<file path="src/rtl/csi_rx_capture_ctrl_pkg.sv">
// csi_rx_capture_ctrl_pkg
// Shared definitions for the CSI-2 receive capture sequencer: the 3-bit
// sequencer state encoding and the bit positions inside the sticky err_code.
package csi_rx_capture_ctrl_pkg;

  typedef enum logic [2:0] {
    ST_IDLE    = 3'd0,
    ST_WAIT_FS = 3'd1,
    ST_ACTIVE  = 3'd2,
    ST_DONE    = 3'd3,
    ST_RECOVER = 3'd4
  } state_e;

  localparam int ERR_LINE_LEN = 0;  // words in a line differ from config
  localparam int ERR_LINE_CNT = 1;  // lines in a frame differ from config
  localparam int ERR_TIMEOUT  = 2;  // link stalled mid-frame
  localparam int ERR_NO_FE    = 3;  // frame start seen before frame end

endpackage

</file>
<file path="src/rtl/csi_rx_capture_ctrl_if.sv">
// csi_rx_capture_ctrl_if
// Link between the packet handler / line buffer and the capture sequencer.
//   vsync, in_frame, in_line, payload_enable : registered packet-handler status
//   ph_reset       : reset pulse back to the packet handler and aligners
//   capture_enable : line-buffer write enable, aligned with the payload word
// master = packet-handler side, slave = capture sequencer.
interface csi_rx_capture_ctrl_if;
  logic vsync;
  logic in_frame;
  logic in_line;
  logic payload_enable;
  logic ph_reset;
  logic capture_enable;

  modport master (
    output vsync, in_frame, in_line, payload_enable,
    input  ph_reset, capture_enable
  );

  modport slave (
    input  vsync, in_frame, in_line, payload_enable,
    output ph_reset, capture_enable
  );
endinterface

</file>
<file path="src/rtl/csi_rx_watchdog.sv">
// csi_rx_watchdog
// Loadable down-counter used as the link-stall watchdog.
//   clock, reset_n : clock and asynchronous active-low reset
//   clear          : reload the counter with load_value (activity seen)
//   enable         : count down this cycle
//   load_value     : reload value (timeout length minus one)
//   expired        : counter has reached zero while enabled
module csi_rx_watchdog #(
  parameter int CNT_W = 24
) (
  input  logic             clock,
  input  logic             reset_n,
  input  logic             clear,
  input  logic             enable,
  input  logic [CNT_W-1:0] load_value,
  output logic             expired
);

  logic [CNT_W-1:0] r_cnt;

  // Reload on activity, otherwise count down while enabled and stop at zero.
  always_ff @(posedge clock or negedge reset_n) begin
    if (!reset_n) begin
      r_cnt <= {CNT_W{1'b0}};
    end else if (clear) begin
      r_cnt <= load_value;
    end else if (enable && (r_cnt != {CNT_W{1'b0}})) begin
      r_cnt <= r_cnt - 1'b1;
    end else begin
      r_cnt <= r_cnt;
    end
  end

  // Expiry is independent of clear so the owner can gate it without a loop.
  assign expired = enable && (r_cnt == {CNT_W{1'b0}});

endmodule

</file>
<file path="src/rtl/csi_rx_capture_ctrl.sv">
// csi_rx_capture_ctrl
// Frame capture sequencer: arms/disarms capture, counts payload words and
// lines against the configured frame size, gates payload into the line buffer
// and resets the packet handler when the link stalls mid-frame.
//   clock, reset_n        : word clock, asynchronous active-low reset
//   cfg_words_per_line    : expected payload words per line
//   cfg_lines_per_frame   : expected lines per frame
//   cfg_continuous        : re-arm automatically after each frame
//   arm, abort            : single-cycle control pulses
//   ph_if (slave)         : packet-handler status in, ph_reset/capture_enable out
//   busy                  : any state other than IDLE
//   frame_done, frame_err : single-cycle frame result pulses
//   err_code              : sticky error bits (see package for indices)
//   line_count            : lines completed in the current frame
//   frame_count           : good frames since reset (wraps)
module csi_rx_capture_ctrl
  import csi_rx_capture_ctrl_pkg::*;
#(
  parameter int          WORD_W         = 12,
  parameter int          LINE_W         = 12,
  parameter logic [23:0] TIMEOUT        = 24'd1_000_000,
  parameter int          RECOVER_CYCLES = 4
) (
  input  logic              clock,
  input  logic              reset_n,
  input  logic [WORD_W-1:0] cfg_words_per_line,
  input  logic [LINE_W-1:0] cfg_lines_per_frame,
  input  logic              cfg_continuous,
  input  logic              arm,
  input  logic              abort,
  csi_rx_capture_ctrl_if.slave ph_if,
  output logic              busy,
  output logic              frame_done,
  output logic              frame_err,
  output logic [3:0]        err_code,
  output logic [LINE_W-1:0] line_count,
  output logic [15:0]       frame_count
);

  localparam logic [7:0] REC_LOAD = 8'(RECOVER_CYCLES - 1);

  state_e            r_state, w_next;
  logic [WORD_W-1:0] r_word_cnt, w_word_nxt;
  logic [LINE_W-1:0] r_line_cnt, w_line_nxt;
  logic [3:0]        r_err, w_err_nxt;
  logic [15:0]       r_frame_cnt;
  logic [7:0]        r_rec_cnt;
  logic              r_in_line_d, r_in_frame_d;
  logic              r_frame_done, r_frame_err, r_ph_reset, r_busy, r_wait_wd;
  logic              w_err_pulse, w_cap, w_line_end, w_frame_end;
  logic              w_wd_en, w_wd_clr, w_wd_expired, w_timeout;

  assign w_cap       = (r_state == ST_ACTIVE) && ph_if.in_line && ph_if.payload_enable;
  assign w_line_end  = r_in_line_d && !ph_if.in_line;
  assign w_frame_end = r_in_frame_d && !ph_if.in_frame;

  // WAIT_FS entered straight from IDLE waits on the sensor indefinitely, so
  // the watchdog only runs there after a continuous-mode re-arm.
  assign w_wd_en   = (r_state == ST_ACTIVE) || ((r_state == ST_WAIT_FS) && r_wait_wd);
  assign w_wd_clr  = w_cap || ph_if.vsync || (w_next != r_state);
  assign w_timeout = w_wd_expired && !w_cap && !ph_if.vsync;

  csi_rx_watchdog #(.CNT_W(24)) u_watchdog (
    .clock      (clock),
    .reset_n    (reset_n),
    .clear      (w_wd_clr),
    .enable     (w_wd_en),
    .load_value (TIMEOUT - 24'd1),
    .expired    (w_wd_expired)
  );

  // Next-state, counter and error-bit decisions for the sequencer.
  always_comb begin
    w_next      = r_state;
    w_word_nxt  = r_word_cnt;
    w_line_nxt  = r_line_cnt;
    w_err_nxt   = r_err;
    w_err_pulse = 1'b0;
    case (r_state)
      ST_IDLE: begin
        if (abort) begin
          w_next = ST_RECOVER;
        end else if (arm) begin
          w_next    = ST_WAIT_FS;
          w_err_nxt = 4'b0000;
        end else begin
          w_next = ST_IDLE;
        end
      end
      ST_WAIT_FS: begin
        if (abort) begin
          w_next = ST_RECOVER;
        end else if (w_timeout) begin
          w_err_nxt[ERR_TIMEOUT] = 1'b1;
          w_err_pulse            = 1'b1;
          w_next                 = ST_RECOVER;
        end else if (ph_if.vsync) begin
          w_next     = ST_ACTIVE;
          w_word_nxt = {WORD_W{1'b0}};
          w_line_nxt = {LINE_W{1'b0}};
        end else begin
          w_next = ST_WAIT_FS;
        end
      end
      ST_ACTIVE: begin
        if (abort) begin
          w_next = ST_RECOVER;
        end else if (w_timeout) begin
          w_err_nxt[ERR_TIMEOUT] = 1'b1;
          w_err_pulse            = 1'b1;
          w_next                 = ST_RECOVER;
        end else if (ph_if.vsync) begin
          // New frame start without a frame end: restart counting in place.
          w_err_nxt[ERR_NO_FE] = 1'b1;
          w_err_pulse          = 1'b1;
          w_word_nxt           = {WORD_W{1'b0}};
          w_line_nxt           = {LINE_W{1'b0}};
        end else begin
          if (w_cap) begin
            w_word_nxt = (&r_word_cnt) ? r_word_cnt : r_word_cnt + 1'b1;
          end else begin
            w_word_nxt = r_word_cnt;
          end
          if (w_line_end) begin
            if (r_word_cnt != cfg_words_per_line) begin
              w_err_nxt[ERR_LINE_LEN] = 1'b1;
            end else begin
              w_err_nxt[ERR_LINE_LEN] = r_err[ERR_LINE_LEN];
            end
            w_word_nxt = {WORD_W{1'b0}};
            w_line_nxt = (&r_line_cnt) ? r_line_cnt : r_line_cnt + 1'b1;
          end else begin
            w_line_nxt = r_line_cnt;
          end
          // Checked against w_line_nxt so a coincident line end is included.
          if (w_frame_end) begin
            if (w_line_nxt != cfg_lines_per_frame) begin
              w_err_nxt[ERR_LINE_CNT] = 1'b1;
            end else begin
              w_err_nxt[ERR_LINE_CNT] = r_err[ERR_LINE_CNT];
            end
            w_next = ST_DONE;
          end else begin
            w_next = ST_ACTIVE;
          end
        end
      end
      ST_DONE: begin
        if (abort) begin
          w_next = ST_RECOVER;
        end else if (cfg_continuous) begin
          w_next = ST_WAIT_FS;
        end else begin
          w_next = ST_IDLE;
        end
      end
      ST_RECOVER: begin
        if (abort) begin
          w_next = ST_RECOVER;
        end else if (r_rec_cnt == 8'd0) begin
          w_next = ST_IDLE;
        end else begin
          w_next = ST_RECOVER;
        end
      end
      default: begin
        w_next = ST_IDLE;
      end
    endcase
  end

  // State, counters and registered outputs.
  always_ff @(posedge clock or negedge reset_n) begin
    if (!reset_n) begin
      r_state      <= ST_IDLE;
      r_word_cnt   <= {WORD_W{1'b0}};
      r_line_cnt   <= {LINE_W{1'b0}};
      r_err        <= 4'b0000;
      r_frame_cnt  <= 16'd0;
      r_rec_cnt    <= 8'd0;
      r_in_line_d  <= 1'b0;
      r_in_frame_d <= 1'b0;
      r_frame_done <= 1'b0;
      r_frame_err  <= 1'b0;
      r_ph_reset   <= 1'b0;
      r_busy       <= 1'b0;
      r_wait_wd    <= 1'b0;
    end else begin
      r_state      <= w_next;
      r_word_cnt   <= w_word_nxt;
      r_line_cnt   <= w_line_nxt;
      r_err        <= w_err_nxt;
      r_in_line_d  <= ph_if.in_line;
      r_in_frame_d <= ph_if.in_frame;
      // Result pulses are launched on entry to DONE so they sit in DONE.
      r_frame_done <= (w_next == ST_DONE) && (w_err_nxt == 4'b0000);
      r_frame_err  <= w_err_pulse || ((w_next == ST_DONE) && (w_err_nxt != 4'b0000));
      r_ph_reset   <= (w_next == ST_RECOVER);
      r_busy       <= (w_next != ST_IDLE);
      if ((r_state == ST_DONE) && (r_err == 4'b0000)) begin
        r_frame_cnt <= r_frame_cnt + 16'd1;
      end else begin
        r_frame_cnt <= r_frame_cnt;
      end
      if ((w_next == ST_RECOVER) && ((r_state != ST_RECOVER) || abort)) begin
        r_rec_cnt <= REC_LOAD;
      end else if ((r_state == ST_RECOVER) && (r_rec_cnt != 8'd0)) begin
        r_rec_cnt <= r_rec_cnt - 8'd1;
      end else begin
        r_rec_cnt <= r_rec_cnt;
      end
      // Remember whether this WAIT_FS stay began from a continuous re-arm.
      if (w_next == ST_WAIT_FS) begin
        r_wait_wd <= (r_state == ST_WAIT_FS) ? r_wait_wd : (r_state == ST_DONE);
      end else begin
        r_wait_wd <= 1'b0;
      end
    end
  end

  assign ph_if.capture_enable = w_cap;
  assign ph_if.ph_reset       = r_ph_reset;
  assign busy                 = r_busy;
  assign frame_done           = r_frame_done;
  assign frame_err            = r_frame_err;
  assign err_code             = r_err;
  assign line_count           = r_line_cnt;
  assign frame_count          = r_frame_cnt;

endmodule
</file>
<file path="src/flat_wrapper.sv">
// flat-port wrapper written by rule: the top's interface ports become plain ports
module csi_rx_capture_ctrl_flat import csi_rx_capture_ctrl_pkg::*;
#(
  parameter int          WORD_W         = 12,
  parameter int          LINE_W         = 12,
  parameter logic [23:0] TIMEOUT        = 24'd1_000_000,
  parameter int          RECOVER_CYCLES = 4
)
  (clock, reset_n, cfg_words_per_line, cfg_lines_per_frame, cfg_continuous, arm, abort, busy, frame_done, frame_err, err_code, line_count, frame_count, ph_if_vsync, ph_if_in_frame, ph_if_in_line, ph_if_payload_enable, ph_if_ph_reset, ph_if_capture_enable);
  csi_rx_capture_ctrl_if ph_if_i ();
  input  logic clock;
  input  logic reset_n;
  input  logic [WORD_W-1:0] cfg_words_per_line;
  input  logic [LINE_W-1:0] cfg_lines_per_frame;
  input  logic cfg_continuous;
  input  logic arm;
  input  logic abort;
  output logic busy;
  output logic frame_done;
  output logic frame_err;
  output logic [3:0] err_code;
  output logic [LINE_W-1:0] line_count;
  output logic [15:0] frame_count;
  input wire logic [$bits(ph_if_i.vsync)-1:0] ph_if_vsync;
  input wire logic [$bits(ph_if_i.in_frame)-1:0] ph_if_in_frame;
  input wire logic [$bits(ph_if_i.in_line)-1:0] ph_if_in_line;
  input wire logic [$bits(ph_if_i.payload_enable)-1:0] ph_if_payload_enable;
  output wire logic [$bits(ph_if_i.ph_reset)-1:0] ph_if_ph_reset;
  output wire logic [$bits(ph_if_i.capture_enable)-1:0] ph_if_capture_enable;
  assign ph_if_i.vsync = ph_if_vsync;
  assign ph_if_i.in_frame = ph_if_in_frame;
  assign ph_if_i.in_line = ph_if_in_line;
  assign ph_if_i.payload_enable = ph_if_payload_enable;
  assign ph_if_ph_reset = ph_if_i.ph_reset;
  assign ph_if_capture_enable = ph_if_i.capture_enable;
  csi_rx_capture_ctrl #(.WORD_W(WORD_W), .LINE_W(LINE_W), .TIMEOUT(TIMEOUT), .RECOVER_CYCLES(RECOVER_CYCLES)) u_core (.clock(clock), .reset_n(reset_n), .cfg_words_per_line(cfg_words_per_line), .cfg_lines_per_frame(cfg_lines_per_frame), .cfg_continuous(cfg_continuous), .arm(arm), .abort(abort), .ph_if(ph_if_i), .busy(busy), .frame_done(frame_done), .frame_err(frame_err), .err_code(err_code), .line_count(line_count), .frame_count(frame_count));
endmodule
</file>
<file path="config.mk">
export PLATFORM = sky130hd
export DESIGN_NAME = csi_rx_capture_ctrl_flat
export DESIGN_NICKNAME = d
export VERILOG_FILES = /design/src/rtl/csi_rx_capture_ctrl_pkg.sv /design/src/rtl/csi_rx_capture_ctrl_if.sv /design/src/rtl/csi_rx_watchdog.sv /design/src/rtl/csi_rx_capture_ctrl.sv /design/src/flat_wrapper.sv
export SDC_FILE = /design/constraint.sdc
export NUM_CORES = 1
export LEC_CHECK = 0
export CAP_MARGIN = 15
export CORE_MARGIN = 4
export CORE_UTILIZATION = 50
export DETAILED_ROUTE_END_ITERATION = 16
export PLACE_DENSITY = 0.77
export REMOVE_ABC_BUFFERS = 1
export SLEW_MARGIN = 25
export SYNTH_ARGS = -nofsm -noshare
export SYNTH_HDL_FRONTEND = slang
export SYNTH_SLANG_ARGS = --single-unit
</file>
<file path="constraint.sdc">
create_clock -name clock -period 2.7 [get_ports clock]
set_input_delay 0.405 -clock clock [delete_from_list [all_inputs] [get_ports clock]]
set_output_delay 0.405 -clock clock [all_outputs]
set_load 0.02 [all_outputs]
</file>
==> results.md <==
- Seq/Total Area, Yosys: 42.3%
- Setup TNS: 0 ns
- Compound-gate portion of the synthesized area: 12.8%
- Chip Height: 109 microns
- Type of the worst min-delay path: primary input to async pin
- Largest cells by area after synthesis: dfrtp_1 (42%), xnor2_1 (7.1%), xor2_1 (5.0%), nor2_1 (4.1%), nand2_1 (4.0%)
- Routed WL per cell: 16.7 microns
- Synth async-reset ratio: 100%
- Htree depth: 3
- Hold violation count in the final report: 0
- Synth unique cells: 67
- Ys Warns: 0
- Final WL: 13400 microns
- Min Hold Slack: 0.0157 ns
- Clk buf depth: 2
- CTS Buf Count: 9
- Fill count: 829
- Initial Util: 51.8%
- Grt total ovfl: 0
- # IOs: 70
- Average size of a mapped cell: 9.18 sq um
- Ratio of cells with drive above 1 in the final layout: 14.5%
- Root buffer cell: clkbuf_8
- Final net count: 702
- Antenna Nets Post-Route: 0
- Post-synthesis mux area share: 1.06%
- Most common cell after layout, fill and taps aside: dfrtp_1
- Number of global-route vias before repair: 4602
- Outcome: finished, final reports clean
- Tmin final: 2.64 ns
- Final max-slew violation count: 0
- CP Capture Type: flip-flop
- Critical path class: flip-flop to flip-flop
- Total inserted antenna cells: 0
- Dpl hpwl: 10100 microns
- Clock sinks: 86
- Synth Area in XOR/XNOR: 12.1%
- Worst path arrival time: 2.93 ns
- Post-DP Area: 6190 sq um
- Die area: 11800 sq um
- Mapped Area: 5090 sq um
- Placer Congestion: 0.994
- # DRC: 0
- Slew of the pin with the lowest slew margin: 0.539 ns
- Startpoint types: flip-flop
- Gr usage total: 22.7%
- Post-Place Setup Slack: -0.153 ns
- # hold bufs at CTS: 0
- Initial antenna violation count: 0
- First drt pass iteration count: 5
- Headroom to the max-slew limit: 64.1%
- TritonCTS clock tree: done
- Yosys top cell area share: 42.3%
- Port Buffers: 69
- Worst setup margin: 0.0611 ns
- Final Util: 65.6%
- Fin area: 6440 sq um
- Post-synth EDFFs: 0
- Vias: 4732
- Worst Path Required: 2.99 ns
- R2R Setup Slk: 0.06 ns
- Most frequent cells in the layout: dfrtp_1 (85), clkdlybuf4s50_1 (67), nor2_1 (56)
- VDD IR-drop max: 0.307 mV
- Post-synth top area cell: dfrtp_1
- PwrDens: 443 nW/um^2
- Final setup viols: 0
- Mapped Cells: 554
- Die X: 109 microns
- Skew final: 0.0102 ns
- Leakage Power: 0.00263 uW
- First-pass GRT wire length: 21700 microns
- Top fanout value on the critical path: 6
- Simple-Gate Fraction of Synth Area: 27.0%
- Clock-pin slew on the worst setup and hold paths: 0.09 ns
- Largest net degree at the start of global routing: 46
- Clock Latency Late Sink: 0.36 ns
- Main synth FF type: dfrtp_1
- Synthesis-to-finish area growth: 26.7%
- Vias per cell: 5.90
- Number of placement rows: 36
- Largest family of logic cells by synthesized area: simple AND/OR/NAND/NOR gates
- Post-Synth Adder-Cell Area: 1.23%
- Initial DRC Count: 265
- Synthesis-stage register bit count: 86
- Max_cap viols: 0
- Fin crit share: 97.7%
- Max Clk Rate: 379 MHz
- Core Area: 9820 sq um
stage by stage:
stage | cells | power [uW]
final | 802 | 2850
after floorplan | 534 | 1690
after detailed placement | 784 | 1890
after global routing | 802 | 2980
after global placement | 784 | 1870
after CTS | 800 | 2850
final timing paths:
| kind | from | endpoint | cells after the start |
|---|---|---|---|
| setup / recovery | u_core.u_watchdog.r_cnt[17] | u_core.u_watchdog.r_cnt[20] | 7 |
| hold / removal | reset_n | u_core.frame_count[6] | 1 |
| setup reg to reg | u_core.u_watchdog.r_cnt[17] | u_core.u_watchdog.r_cnt[20] | 7 |
| hold reg to reg | u_core.frame_count[13] | u_core.frame_count[13] | 1 |
| max in group asynchronous | reset_n | u_core.r_state[1] | 2 |
| min in group clock | u_core.frame_count[13] | u_core.frame_count[13] | 1 |
kinds of logic after synthesis:
logic type               Yosys count
buffers and inverters             34
AO/OA/AOI/OAI                     95
adder cells (fa/ha/maj)            5
multiplexers                       5
flip-flops                        86
XOR/XNOR                          70
AND/OR/NAND/NOR                  259
Yosys cell counts (all sizes together) (6+ instances only):
master  number
nor3        25
nand2b       9
xor2        29
or4          9
o21ai       18
inv         13
o31ai       10
dfrtp       86
a21oi       23
clkbuf      13
nor2        57
nand2       54
nand4       12
buf          6
xnor2       41
and2         6
and3        12
nor4        20
nand3       27
power breakdown:
part / leakage, uW / internal, uW / switching, uW / total, uW
Clock: 0.000107 / 469 / 493 / 962
Sequential: 0.00111 / 1340 / 66.7 / 1410
Combinational: 0.00142 / 221 / 257 / 478
final cells by class:
cell class / count / area, sq um / area share, %
multi-input combinational: 435 / 2780 / 43.2
sequential: 86 / 2150 / 33.4
timing repair buffer: 118 / 1070 / 16.6
tap: 133 / 166 / 2.58
clock buffer: 10 / 138 / 2.14
clock inverter: 6 / 77.6 / 1.20
inverter: 14 / 52.6 / 0.816
critical path, stage by stage, from the launching register on:
cell     delay (ns)
dfrtp_1        0.39
or4_4          0.55
or4_4          0.48
nor3_4         0.23
a211o_2        0.20
a21oi_2        0.08
or4_4          0.48
nor2_1         0.15
sequential cells by signal, indices dropped and copies added (netlist names), 3 cells and up:
name                     count
u_core.u_watchdog.r_cnt     24
u_core.frame_count          16
u_core.line_count           12
u_core.r_word_cnt           12
u_core.r_rec_cnt             8
u_core.err_code              4
u_core.r_state               3
repair_timing:
action                     CTS  global route
setup buffers                0             1
pin swaps                    1             0
gates cloned                 0             1
setup endpoints to repair   12            19
hold endpoints to repair     0             0
resized for setup            0             8
routing by layer:
| layer | part of all wire, % | track usage, % | up-vias |
|---|---|---|---|
| li1 | - | - | 2231 |
| met1 | 45 | 29.3 | 2347 |
| met2 | 49 | 39.7 | 139 |
| met3 | 5.4 | 4.09 | 15 |
| met4 | 0.84 | 5.32 | 0 |
| met5 | 0 | 0 | - |
No activity file was read; power rests on OpenSTA's default activity.
